<file path="src/rtl/mem_access_ctrl.sv">
// -----------------------------------------------------------------------------
// mem_access_ctrl
//
// Request/response front end for the 256 x 65-bit data memory. Accepts one
// load/store at a time from the CPU datapath over a valid/ready handshake.
// It checks alignment and range, drives the memory port for one cycle, and
// registers the memory's combinational read data into a held response. It
// also keeps saturating access statistics.
//
// Parameters
//   ADDR_W     request / memory address width
//   DATA_W     data width
//   WORDS_LOG2 log2 of memory depth (memory indexes address[WORDS_LOG2:1])
//   CNT_W      width of each statistics counter
//
// Ports
//   clk, reset          rising-edge clock, synchronous active-high reset
//   req_valid/ready     request handshake
//   req_we              1 = store, 0 = load
//   req_addr            byte-style address, bit 0 must be 0
//   req_wdata           store data
//   resp_valid/ready    response handshake
//   resp_data           load data (0 for stores and rejected requests)
//   resp_err            request rejected (misaligned or out of range)
//   mem_*               memory address / write data / write enable /
//                       read enable / combinational read data
//   cnt_reads           completed good loads
//   cnt_writes          completed good stores
//   cnt_errors          rejected requests
// -----------------------------------------------------------------------------
module mem_access_ctrl #(
    parameter int ADDR_W     = 65,
    parameter int DATA_W     = 65,
    parameter int WORDS_LOG2 = 8,
    parameter int CNT_W      = 16
) (
    input  logic              clk,
    input  logic              reset,

    input  logic              req_valid,
    output logic              req_ready,
    input  logic              req_we,
    input  logic [ADDR_W-1:0] req_addr,
    input  logic [DATA_W-1:0] req_wdata,

    output logic              resp_valid,
    input  logic              resp_ready,
    output logic [DATA_W-1:0] resp_data,
    output logic              resp_err,

    output logic [ADDR_W-1:0] mem_address,
    output logic [DATA_W-1:0] mem_write_data,
    output logic              mem_write_en,
    output logic              mem_read_en,
    input  logic [DATA_W-1:0] mem_read_data,

    output logic [CNT_W-1:0]  cnt_reads,
    output logic [CNT_W-1:0]  cnt_writes,
    output logic [CNT_W-1:0]  cnt_errors
);

    typedef enum logic [1:0] {
        IDLE   = 2'd0,
        ACCESS = 2'd1,
        RESP   = 2'd2
    } state_t;

    state_t state;
    state_t state_next;

    // Handshake events decoded by the FSM
    logic accept;
    logic finish;

    // Latched request (stage p0) and held response (stage p1)
    logic              we_p0;
    logic              err_p0;
    logic [ADDR_W-1:0] addr_p0;
    logic [DATA_W-1:0] wdata_p0;

    logic [DATA_W-1:0] resp_data_p1;
    logic              resp_err_p1;

    logic [CNT_W-1:0]  cnt_reads_q;
    logic [CNT_W-1:0]  cnt_writes_q;
    logic [CNT_W-1:0]  cnt_errors_q;

    // A request is rejected when it is odd or addresses above the top word.
    function automatic logic addr_err(input logic [ADDR_W-1:0] a);
        return a[0] | (|a[ADDR_W-1:WORDS_LOG2+1]);
    endfunction

    // Statistics counters stick at all-ones instead of wrapping.
    function automatic logic [CNT_W-1:0] sat_inc(input logic [CNT_W-1:0] v);
        return (&v) ? v : v + CNT_W'(1);
    endfunction

    // State register
    always_ff @(posedge clk) begin
        if (reset) begin
            state <= IDLE;
        end else begin
            state <= state_next;
        end
    end

    // Next-state and output decode. Memory-side outputs depend on state
    // only, so a store in ACCESS still commits on a reset edge.
    always_comb begin
        state_next     = state;
        req_ready      = 1'b0;
        accept         = 1'b0;
        finish         = 1'b0;
        mem_address    = '0;
        mem_write_data = '0;
        mem_write_en   = 1'b0;
        mem_read_en    = 1'b0;

        case (state)
            IDLE: begin
                req_ready = 1'b1;
                if (req_valid) begin
                    accept     = 1'b1;
                    state_next = ACCESS;
                end
            end

            ACCESS: begin
                mem_address    = addr_p0;
                mem_write_data = wdata_p0;
                // A rejected request never touches the memory.
                mem_write_en   = ~err_p0 &  we_p0;
                mem_read_en    = ~err_p0 & ~we_p0;
                finish         = 1'b1;
                state_next     = RESP;
            end

            RESP: begin
                if (resp_ready) begin
                    state_next = IDLE;
                end
            end

            default: begin
                state_next = IDLE;
            end
        endcase
    end

    // ---- stage p0: request latch ----
    always_ff @(posedge clk) begin
        if (reset) begin
            we_p0    <= 1'b0;
            err_p0   <= 1'b0;
            addr_p0  <= '0;
            wdata_p0 <= '0;
        end else if (accept) begin
            we_p0    <= req_we;
            err_p0   <= addr_err(req_addr);
            addr_p0  <= req_addr;
            wdata_p0 <= req_wdata;
        end
    end

    // ---- stage p1: response capture at the end of ACCESS ----
    always_ff @(posedge clk) begin
        if (reset) begin
            resp_data_p1 <= '0;
            resp_err_p1  <= 1'b0;
        end else if (finish) begin
            resp_data_p1 <= (!err_p0 && !we_p0) ? mem_read_data : '0;
            resp_err_p1  <= err_p0;
        end
    end

    // Exactly one counter moves per completed request; errors take priority.
    always_ff @(posedge clk) begin
        if (reset) begin
            cnt_reads_q  <= '0;
            cnt_writes_q <= '0;
            cnt_errors_q <= '0;
        end else if (finish) begin
            if (err_p0) begin
                cnt_errors_q <= sat_inc(cnt_errors_q);
            end else if (we_p0) begin
                cnt_writes_q <= sat_inc(cnt_writes_q);
            end else begin
                cnt_reads_q  <= sat_inc(cnt_reads_q);
            end
        end
    end

    assign resp_valid = (state == RESP);
    assign resp_data  = resp_data_p1;
    assign resp_err   = resp_err_p1;

    assign cnt_reads  = cnt_reads_q;
    assign cnt_writes = cnt_writes_q;
    assign cnt_errors = cnt_errors_q;

endmodule

</file>
<file path="config.mk">
export PLATFORM = sky130hd
export DESIGN_NAME = mem_access_ctrl
export DESIGN_NICKNAME = d
export VERILOG_FILES = /design/src/rtl/mem_access_ctrl.sv
export SDC_FILE = /design/constraint.sdc
export NUM_CORES = 1
export LEC_CHECK = 0
export CAP_MARGIN = 10
export CELL_PAD_IN_SITES_DETAIL_PLACEMENT = 0
export CELL_PAD_IN_SITES_GLOBAL_PLACEMENT = 2
export CORE_ASPECT_RATIO = 1.1
export CORE_MARGIN = 5
export CORE_UTILIZATION = 23
export CTS_BUF_LIST = sky130_fd_sc_hd__clkbuf_8
export DETAILED_ROUTE_END_ITERATION = 10
export PLACE_DENSITY_LB_ADDON = 0.25
export SLEW_MARGIN = 10
export SYNTH_ARGS = -nofsm -noshare
export SYNTH_HDL_FRONTEND = slang
export SYNTH_SLANG_ARGS = --single-unit
</file>
<file path="constraint.sdc">
create_clock -name clk -period 2.6 [get_ports clk]
set_clock_uncertainty 0.15 [all_clocks]
set_input_delay 0.52 -clock clk [delete_from_list [all_inputs] [get_ports clk]]
set_output_delay 0.52 -clock clk [all_outputs]
set_load 0.01 [all_outputs]
</file>
==> out/qor.txt, run 1 <==
Min-delay src - reset
Max_cap viols - 0
Hold Crit Class - primary input to flip-flop
DR DRC count - 0
Actual slew at the worst max-slew pin - 0.5311 ns
Initial Util - 23.06%
Max VDD drop - 0.0003342 V
Drt via density - 4.498
Register bit total from synthesis - 248
Die W - 210.7 um
RSZ-0062 raised after global routing - true
R2R depth - 7
Placed cell area - 15550 sq um
GP Congestion - 0.7636
PwrDens - 559.0 nW/um^2
CTS tree - built
Final instance area - 16350 sq um
Tot GR Track Use - 16.19%
Number of enable flip-flop cells after synthesis - 0
CP Launch Type - flip-flop
Routed length per instance - 17.90 um
Detailed Route Iter0 Violations - 441
CTS Buffer Depth - 3
CTS Buf Count - 48
WP data required - 1.93 ns
Multi-input gate area - 4905 sq um
Place WS - 0.1607 ns
Via count - 10530
Final ANT Viol Nets - 0
TritonRoute pass-1 iters - 5
Ys flop type - dfxtp_1
R2R Setup Slk - 0.27 ns
Root Buffer - clkbuf_8
Mapped Cells - 1265
Peak Freq - 385.4 MHz
Status - finished clean
Clock transition at the registers of the reported paths - 0.06 ns
Final WL - 41.91 mm
Worst Hold Path EP - cnt_writes[14]
Vert. Die Dim - 230.8 um
Clock latency on the worst-skew pair - 0.59 ns
Vias in the first global route - 10570
Final Setup Violations - 0
Post-layout util - 37.01%
Synth Warn # - 0
Detailed placement HPWL - 30.00 mm
Die footprint - 48620 sq um
Worst r2r src - state[1]
Final total power - 9.140 mW
FP Rows - 81
Largest cells by area after synthesis - dfxtp_1 (49%), nand2_1 (10%), a21oi_1 (8.1%)
Top cell type by total area after synthesis - dfxtp_1
Post-synth top cells - nand2_1 (279), dfxtp_1 (248), a21oi_1 (165)
Critical path fanouts, max - 6
Arr. time, crit path - 1.92 ns
Clock sinks - 248
Worst setup EP type - primary output
Filler instances - 4719
Final Cycle Share - 99.78%
Max transition margin - 64.60%
RR Endpoint - cnt_reads[15]
LEAKAGE - 6.413 nW
Syn nets - 1468
Port buffer count - 447
Register area share after synthesis - 48.72%
Setup CP Type - flip-flop to primary output
Final Slew Violations - 0
Grt total ovfl - 0
Cell with the most instances after synthesis - nand2_1
Yosys cell types - 45
Htree depth - 2
Mapped Avg Cell Area - 8.056 sq um
Io pins - 448
Setup ws final - 0.005607 ns
Initial antenna violation count - 2
Core ar. - 44190 sq um
Synthesized area - 10190 sq um
Layout cells sized above 1 - 15.64%
Area growth from synthesis to layout - 60.45%
Min Tclk post-route - 2.594 ns
First-pass GRT wire length - 62.60 mm
Final #Nets - 1931
Top-area cell type share of the netlist area - 48.72%
Register Area - 4970 sq um
Share of synthesized registers carrying an async set or reset - 0%
Final-report hold violation count - 0
Worst hold path stage count - 2
Largest net degree at the start of global routing - 97
-- how the worst max path moves through the flow --
| stage | slack [ns] | end | depth (start not counted) | from |
|---|---|---|---|---|
| floorplan | 0.54 | cnt_writes[0] | 6 | cnt_writes[0] |
| global placement | 0.11 | addr_p0[0] | 6 | req_valid |
| detailed placement | 0.16 | wdata_p0[17] | 6 | req_valid |
| CTS | -0.11 | mem_write_data[21] | 7 | state[0] |
| global route | -0.12 | mem_write_data[25] | 8 | state[0] |
| finish | 0.006 | mem_write_data[26] | 8 | state[0] |
-- state kept, by name, indices dropped and copies added, names as in the netlist --
signal / count
we_p0: 1
addr_p0: 65
resp_data: 65
err_p0: 1
state: 2
cnt_reads: 16
cnt_writes: 16
resp_err: 1
cnt_errors: 16
wdata_p0: 65
-- worst max-delay path: stages, from the launching register on --
cell and delay [ns]:
dfxtp_2 0.33, nor2b_4 0.13, buf_12 0.14, buf_6 0.12
buf_8 0.12, buf_12 0.12, buf_16 0.12, and2_4 0.15
buf_6 0.11
-- report_power, final --
| part | switching (mW) | internal [mW] |
|---|---|---|
| combinational | 0.587 | 0.655 |
| clock | 1.68 | 2.14 |
| sequential | 0.0976 | 3.98 |
| total | 2.37 | 6.77 |
-- placed cells by master, fill, tap and decap left out, types with 3 or more instances in the layout --
cell,netlist,routed
nor2_1,89,89
ha_1,3,3
nand3_1,18,18
a22oi_1,65,65
and3_1,8,8
clkbuf_8,0,64
buf_12,0,20
and2_1,132,120
o21ai_0,13,13
o41ai_1,3,3
clkdlybuf4s50_1,0,312
clkdlybuf4s15_2,0,6
o31ai_1,11,11
a211oi_1,6,6
mux2_2,10,10
a21oi_1,165,165
or3_1,10,10
nor3_1,8,8
nand4_1,23,23
and2_4,0,12
nor2b_1,11,9
buf_2,6,35
dfxtp_1,248,246
dlygate4sd2_1,0,17
or4_1,12,12
nor4_1,20,20
nand2_1,279,278
clkbuf_2,0,58
and4_1,6,6
inv_1,6,20
buf_4,1,31
buf_6,0,18
-- cells by family (layout without fill, tap and decap cells) --
logic type	count (synthesis)	count (layout)	share of synthesized area [%]
and+or+nand+nor	631	631	30.07
buffers and inverters	98	591	3.732
muxes	12	12	1.301
adders and majority gates	3	3	0.3684
AOI/OAI and AO/OA	272	272	15.73
other	0	2	0
xor gates and xnor gates	1	1	0.08596
DFF	248	248	48.72
-- metrics by stage --
| step | cells | hold slack (ns) | setup TNS (ns) |
|---|---|---|---|
| floorplan | 1265 | 0.2817 | 0 |
| global placement | 2242 | 0.2871 | 0 |
| detailed placement | 2242 | 0.2920 | 0 |
| CTS | 2336 | 0.1320 | -1.294 |
| global route | 2341 | 0.1667 | -2.690 |
| finish | 2341 | 0.2115 | 0 |
-- repair_timing --
| item | 4_1_cts | 5_1_grt |
|---|---|---|
| pin swaps | 3 | 3 |
| setup buffers | 11 | 4 |
| cloned | 3 | 0 |
| resized for setup | 314 | 145 |
| endpoints found under the setup margin | 134 | 111 |
| hold buffers | 0 | 0 |
-- cell type report --
type | instances | share of cell area, %
flip-flops and latches | 248 | 30.39
multi-input cells | 919 | 29.99
repair buffers | 504 | 29.23
clock buffers | 63 | 5.303
well taps | 581 | 4.446
clock inverters | 17 | 0.4285
inverters | 7 | 0.1760
diodes | 2 | 0.03061
-- per-layer routing --
metal / GRT usage, % / vias to the layer above / routed length [um]
li1: - / 5254 / -
met3: 6.537 / 47 / 3762
met4: 4.174 / 0 / 697
met5: 0 / - / 0
met2: 27.24 / 352 / 19810
met1: 19.23 / 4876 / 17640
No activity file was read; power rests on OpenSTA's default activity.
==> run 2: changes to the inputs <==
- CTS_CLUSTER_SIZE: not set -> 40
==> results of run 2 <==
No change in the layout: final DEF, timing and power equal those of run 1.
==> RTL change 1: new RTL, config.mk and constraints of run 1 <==
Set the parameter `DATA_W` to 130 (it was 65).
--- a/src/rtl/mem_access_ctrl.sv
+++ b/src/rtl/mem_access_ctrl.sv
@@ -32,3 +32,3 @@
     parameter int ADDR_W     = 65,
-    parameter int DATA_W     = 65,
+    parameter int DATA_W     = 130,
     parameter int WORDS_LOG2 = 8,
Ports: changed (resized mem_read_data, mem_write_data, req_wdata and resp_data); port bits go from 448 to 708. The function was not compared with the original's and may differ.
==> RTL change 1 against run 1 <==
- the run now ends with setup timing left
- sequential share of layout area shrank 1.3 points
- synthesized area grew 47%
- global-route usage grew 3.6 points
- total power grew 57%
- cell area grew 59%
- register-to-register slack gained 0.10 ns
- sequential power grew 53%
- first-iteration DRC count grew 82%
- cell count grew 49%
- wire length grew 78%
- worst setup slack lost 0.18 ns
- sequential cell count grew 130
==> RTL change 1: results (changes against run 1) <==
[outcome]
status=finished, violations left
violations=setup timing

[synth]
seq_area_frac_synth_pct=50.48  ; +1.8 points
yosysUniqueCellTypes=51  ; +13%
synth_nets=2176  ; +48%
netlist_top_cells_count=415 x nand2_1, 378 x dfxtp_1, 230 x a21oi_1

[sta]
setup_violations=51  ; +51
setup_slack_ns=-0.1716  ; -0.1772 ns

[cts]
h-tree-depth=3  ; +1

[place]
place_area_um2=23190  ; +49%
hpwl_mm=53.33  ; +78%
place_congestion=0.8622  ; +13%

[global_routing]
antenna_found_initial=13  ; +11
use_met2_pct=36.38  ; +9.1 points
grt_use_met1_pct=20.92  ; +1.7 points
grt_pass1_vias=16205  ; +53%

[hold_path]
holdPathStages=3  ; +1
hp-start=req_wdata[33]

[routing]
viasPerCell=4.576  ; +1.7%
highest-signal-layer=met5
wl_met3_mm=6.368  ; +69%
wl_met2_mm=38.87  ; +96%
wl_per_cell_um=21.30  ; +19%

[worst_setup_path]
timing.rr.end=cnt_writes[13]
critPathMaxStageDelay_ns=0.35  ; +0.02 ns
critPathMaxFanout=7  ; +1
r2r_setup_slack_ns=0.37  ; +0.10 ns

[finish]
drive_gt1_share_pct=20.60  ; +5.0 points

RTL change 1: changes by cell type in the layout (fill, tap and decap cells not counted), moves of 62 or more:
cell | before | now
clkdlybuf4s50_1 | 312 | 507
buf_6 | 18 | 161
nand2_1 | 278 | 414
dfxtp_1 | 246 | 376
and2_4 | 12 | 137
a21oi_1 | 165 | 230
a22oi_1 | 65 | 130
nor2_1 | 89 | 151
RTL change 1: final cells by class:
type	instances	area [um^2]	area share, %
inverters	6	27.53	0.1058
repair buffers	815	8688	33.41
clock inverters	35	193.9	0.7457
clock buffers	89	1225	4.710
diodes	9	22.52	0.08660
well taps	850	1064	4.089
flip-flops and latches	378	7572	29.12
multi-input cells	1313	7214	27.74
RTL change 1: worst max path at each step:
stage	cells after the start	slack, ns	endpoint	startpoint
after floorplan	6	0.49	cnt_writes[0]	cnt_writes[0]
after global placement	6	0.09	err_p0	req_addr[54]
after detailed placement	6	0.08	err_p0	req_addr[59]
after CTS	5	-0.43	mem_address[16]	state[1]
after global routing	9	-0.32	mem_write_data[111]	state[0]
final	9	-0.17	mem_write_data[119]	state[1]
RTL change 1: per-stage QoR:
stage	power [mW]	setup slack, ns	std cells
4_1_cts	14.49	-0.4264	3472
3_3_place_gp	8.317	0.08507	3304
6_report	14.31	-0.1716	3495
5_1_grt	15.03	-0.3168	3494
2_1_floorplan	7.091	0.4901	1843
3_5_place_dp	8.336	0.08229	3304
RTL change 1: logic make-up after synthesis:
logic type / share of synthesized area (%)
AO/OA/AOI/OAI: 16.52
buffers and inverters: 3.948
adder cells (fa/ha/maj): 0.2504
flip-flops: 50.48
multiplexers: 0.8097
AND/OR/NAND/NOR: 27.99
RTL change 1: worst min-delay path, cell delays in order:
cell and delay [ns]:
clkdlybuf4s50_1 0.40, nand2_1 0.05, a21oi_1 0.05
==> RTL change 2: new RTL, config.mk and constraints of run 1 <==
Without the edit above. Encoding of `state_t`: now one-hot (3 bits for 3 states).
--- a/src/rtl/mem_access_ctrl.sv
+++ b/src/rtl/mem_access_ctrl.sv
@@ -61,6 +61,6 @@
 
-    typedef enum logic [1:0] {
-        IDLE   = 2'd0,
-        ACCESS = 2'd1,
-        RESP   = 2'd2
+    typedef enum logic [2:0] {
+        IDLE   = 3'b001,
+        ACCESS = 3'b010,
+        RESP   = 3'b100
     } state_t;
Formal check against the unedited RTL: no difference found for any inputs over 4 cycles, from zero or initial values and one cycle with reset high; so few cycles prove little.
==> RTL change 2 against run 1 <==
- the run now ends with setup timing left
- wire length increased by 5.0%
- sequential cell count increased by 1
- total power increased by 1.4%
- worst setup slack got worse by 0.086 ns
- first-iteration DRC count decreased by 21%
- sequential share of layout area decreased by 1.5 points
- utilization increased by 1.8 points
- fmax decreased by 3.2%
- cell area increased by 5.7%
- synthesized area increased by 1.6%
==> RTL change 2: results (changes against run 1) <==
[place]
placed_cells=2255  ; +0.58%
post-place-ws_ns=0.09823  ; -0.06242 ns

[finish]
fillers=4585  ; -2.8%
finalNetCount=1966  ; +1.8%

[sta]
setup_tns_ns=-1.553  ; -1.553 ns
setup_slack_ns=-0.08043  ; -0.08604 ns
relSlewSlack_pct=49.53  ; -15 points
setup_violations=47  ; +47

[global_routing]
grt_max_degree=93  ; -4.1%
antenna_found_initial=8  ; +6
track_usage_pct=16.79  ; +0.60 points

[synth]
seq_area_frac_synth_pct=48.16  ; -0.56 points
synth_compound_area_share_pct=15.31  ; -0.41 points
synthTopCellsByArea=dfxtp_1 48%, nand2_1 10%, and2_1 7.9%
synthCells=1279  ; +1.1%
synthAdderAreaFrac_pct=0.3626  ; -0.0057 points
yosysUniqueCellTypes=44  ; -2.2%
netlist_top_cells_count=278 x nand2_1, 249 x dfxtp_1, 161 x a21oi_1

[routing]
wl_per_cell_um=18.43  ; +2.9%
routed_wl_mm=44.02  ; +5.0%
viasPerCell=4.527  ; +0.65%

[hold_path]
hp-start=addr_p0[64]
holdPathEnd=addr_p0[64]
worstHoldPathType=flop to flop

[outcome]
status=finished, violations left
violations=setup timing

[power_and_ir_drop]
power_leakage_nw=6.640  ; +3.5%

[RTL change 2: stage by stage]
step	instance area, um^2	util [%]	hold WS [ns]
finish	17280	38.84	0.2978
global route	17280	38.83	0.2504
CTS	16990	38.19	0.2317
detailed placement	15710	35.30	0.2920
global placement	15710	35.30	0.2867
floorplan	10350	-	0.2817
[RTL change 2: layout make-up]
type	instances	area [um^2]	area share [%]
Timing Repair Buffer	529	5310	30.73
Multi-Input combinational cell	927	5157	29.85
Tap cell	581	726.9	4.207
Sequential cell	249	4989	28.87
Clock inverter	21	112.6	0.6517
Clock buffer	68	935.9	5.416
Antenna cell	6	15.01	0.08689
Inverter	8	32.53	0.1883
[RTL change 2: how the worst max path moves through the flow]
stage	depth (start not counted)	slack [ns]	end	from
CTS	8	-0.22	mem_address[63]	state[0]
floorplan	4	0.40	mem_address[0]	state[1]
global route	8	-0.21	mem_address[9]	state[2]
finish	8	-0.08	mem_address[49]	state[2]
detailed placement	7	0.1	err_p0	req_addr[17]
global placement	7	0.12	err_p0	req_addr[23]
[RTL change 2: metal layers]
metal  wire length [um]  up-vias
li1                   -     5366
met1              17950     5035
met2              20690      342
met3               4274       68
met4               1079        4
met5                 27        -
[RTL change 2: critical path, stage by stage (launching register included)]
cell	delay, ns
dfxtp_2	0.33
nor3b_4	0.25
buf_12	0.16
buf_12	0.10
buf_8	0.11
buf_16	0.13
buf_6	0.09
and2_4	0.13
buf_6	0.10
[RTL change 2: timing repair]
item / CTS / global route
resized for setup: 566 / 132
endpoints found under the setup margin: 134 / 139
pin swaps: 11 / 22
buffers inserted: 25 / 8
gates cloned: 6 / 4
[RTL change 2: power breakdown]
part	total, mW	internal [mW]	switching (mW)
clock network	4.22	2.41	1.81
logic	0.998	0.531	0.467
registers	4.06	3.97	0.0856
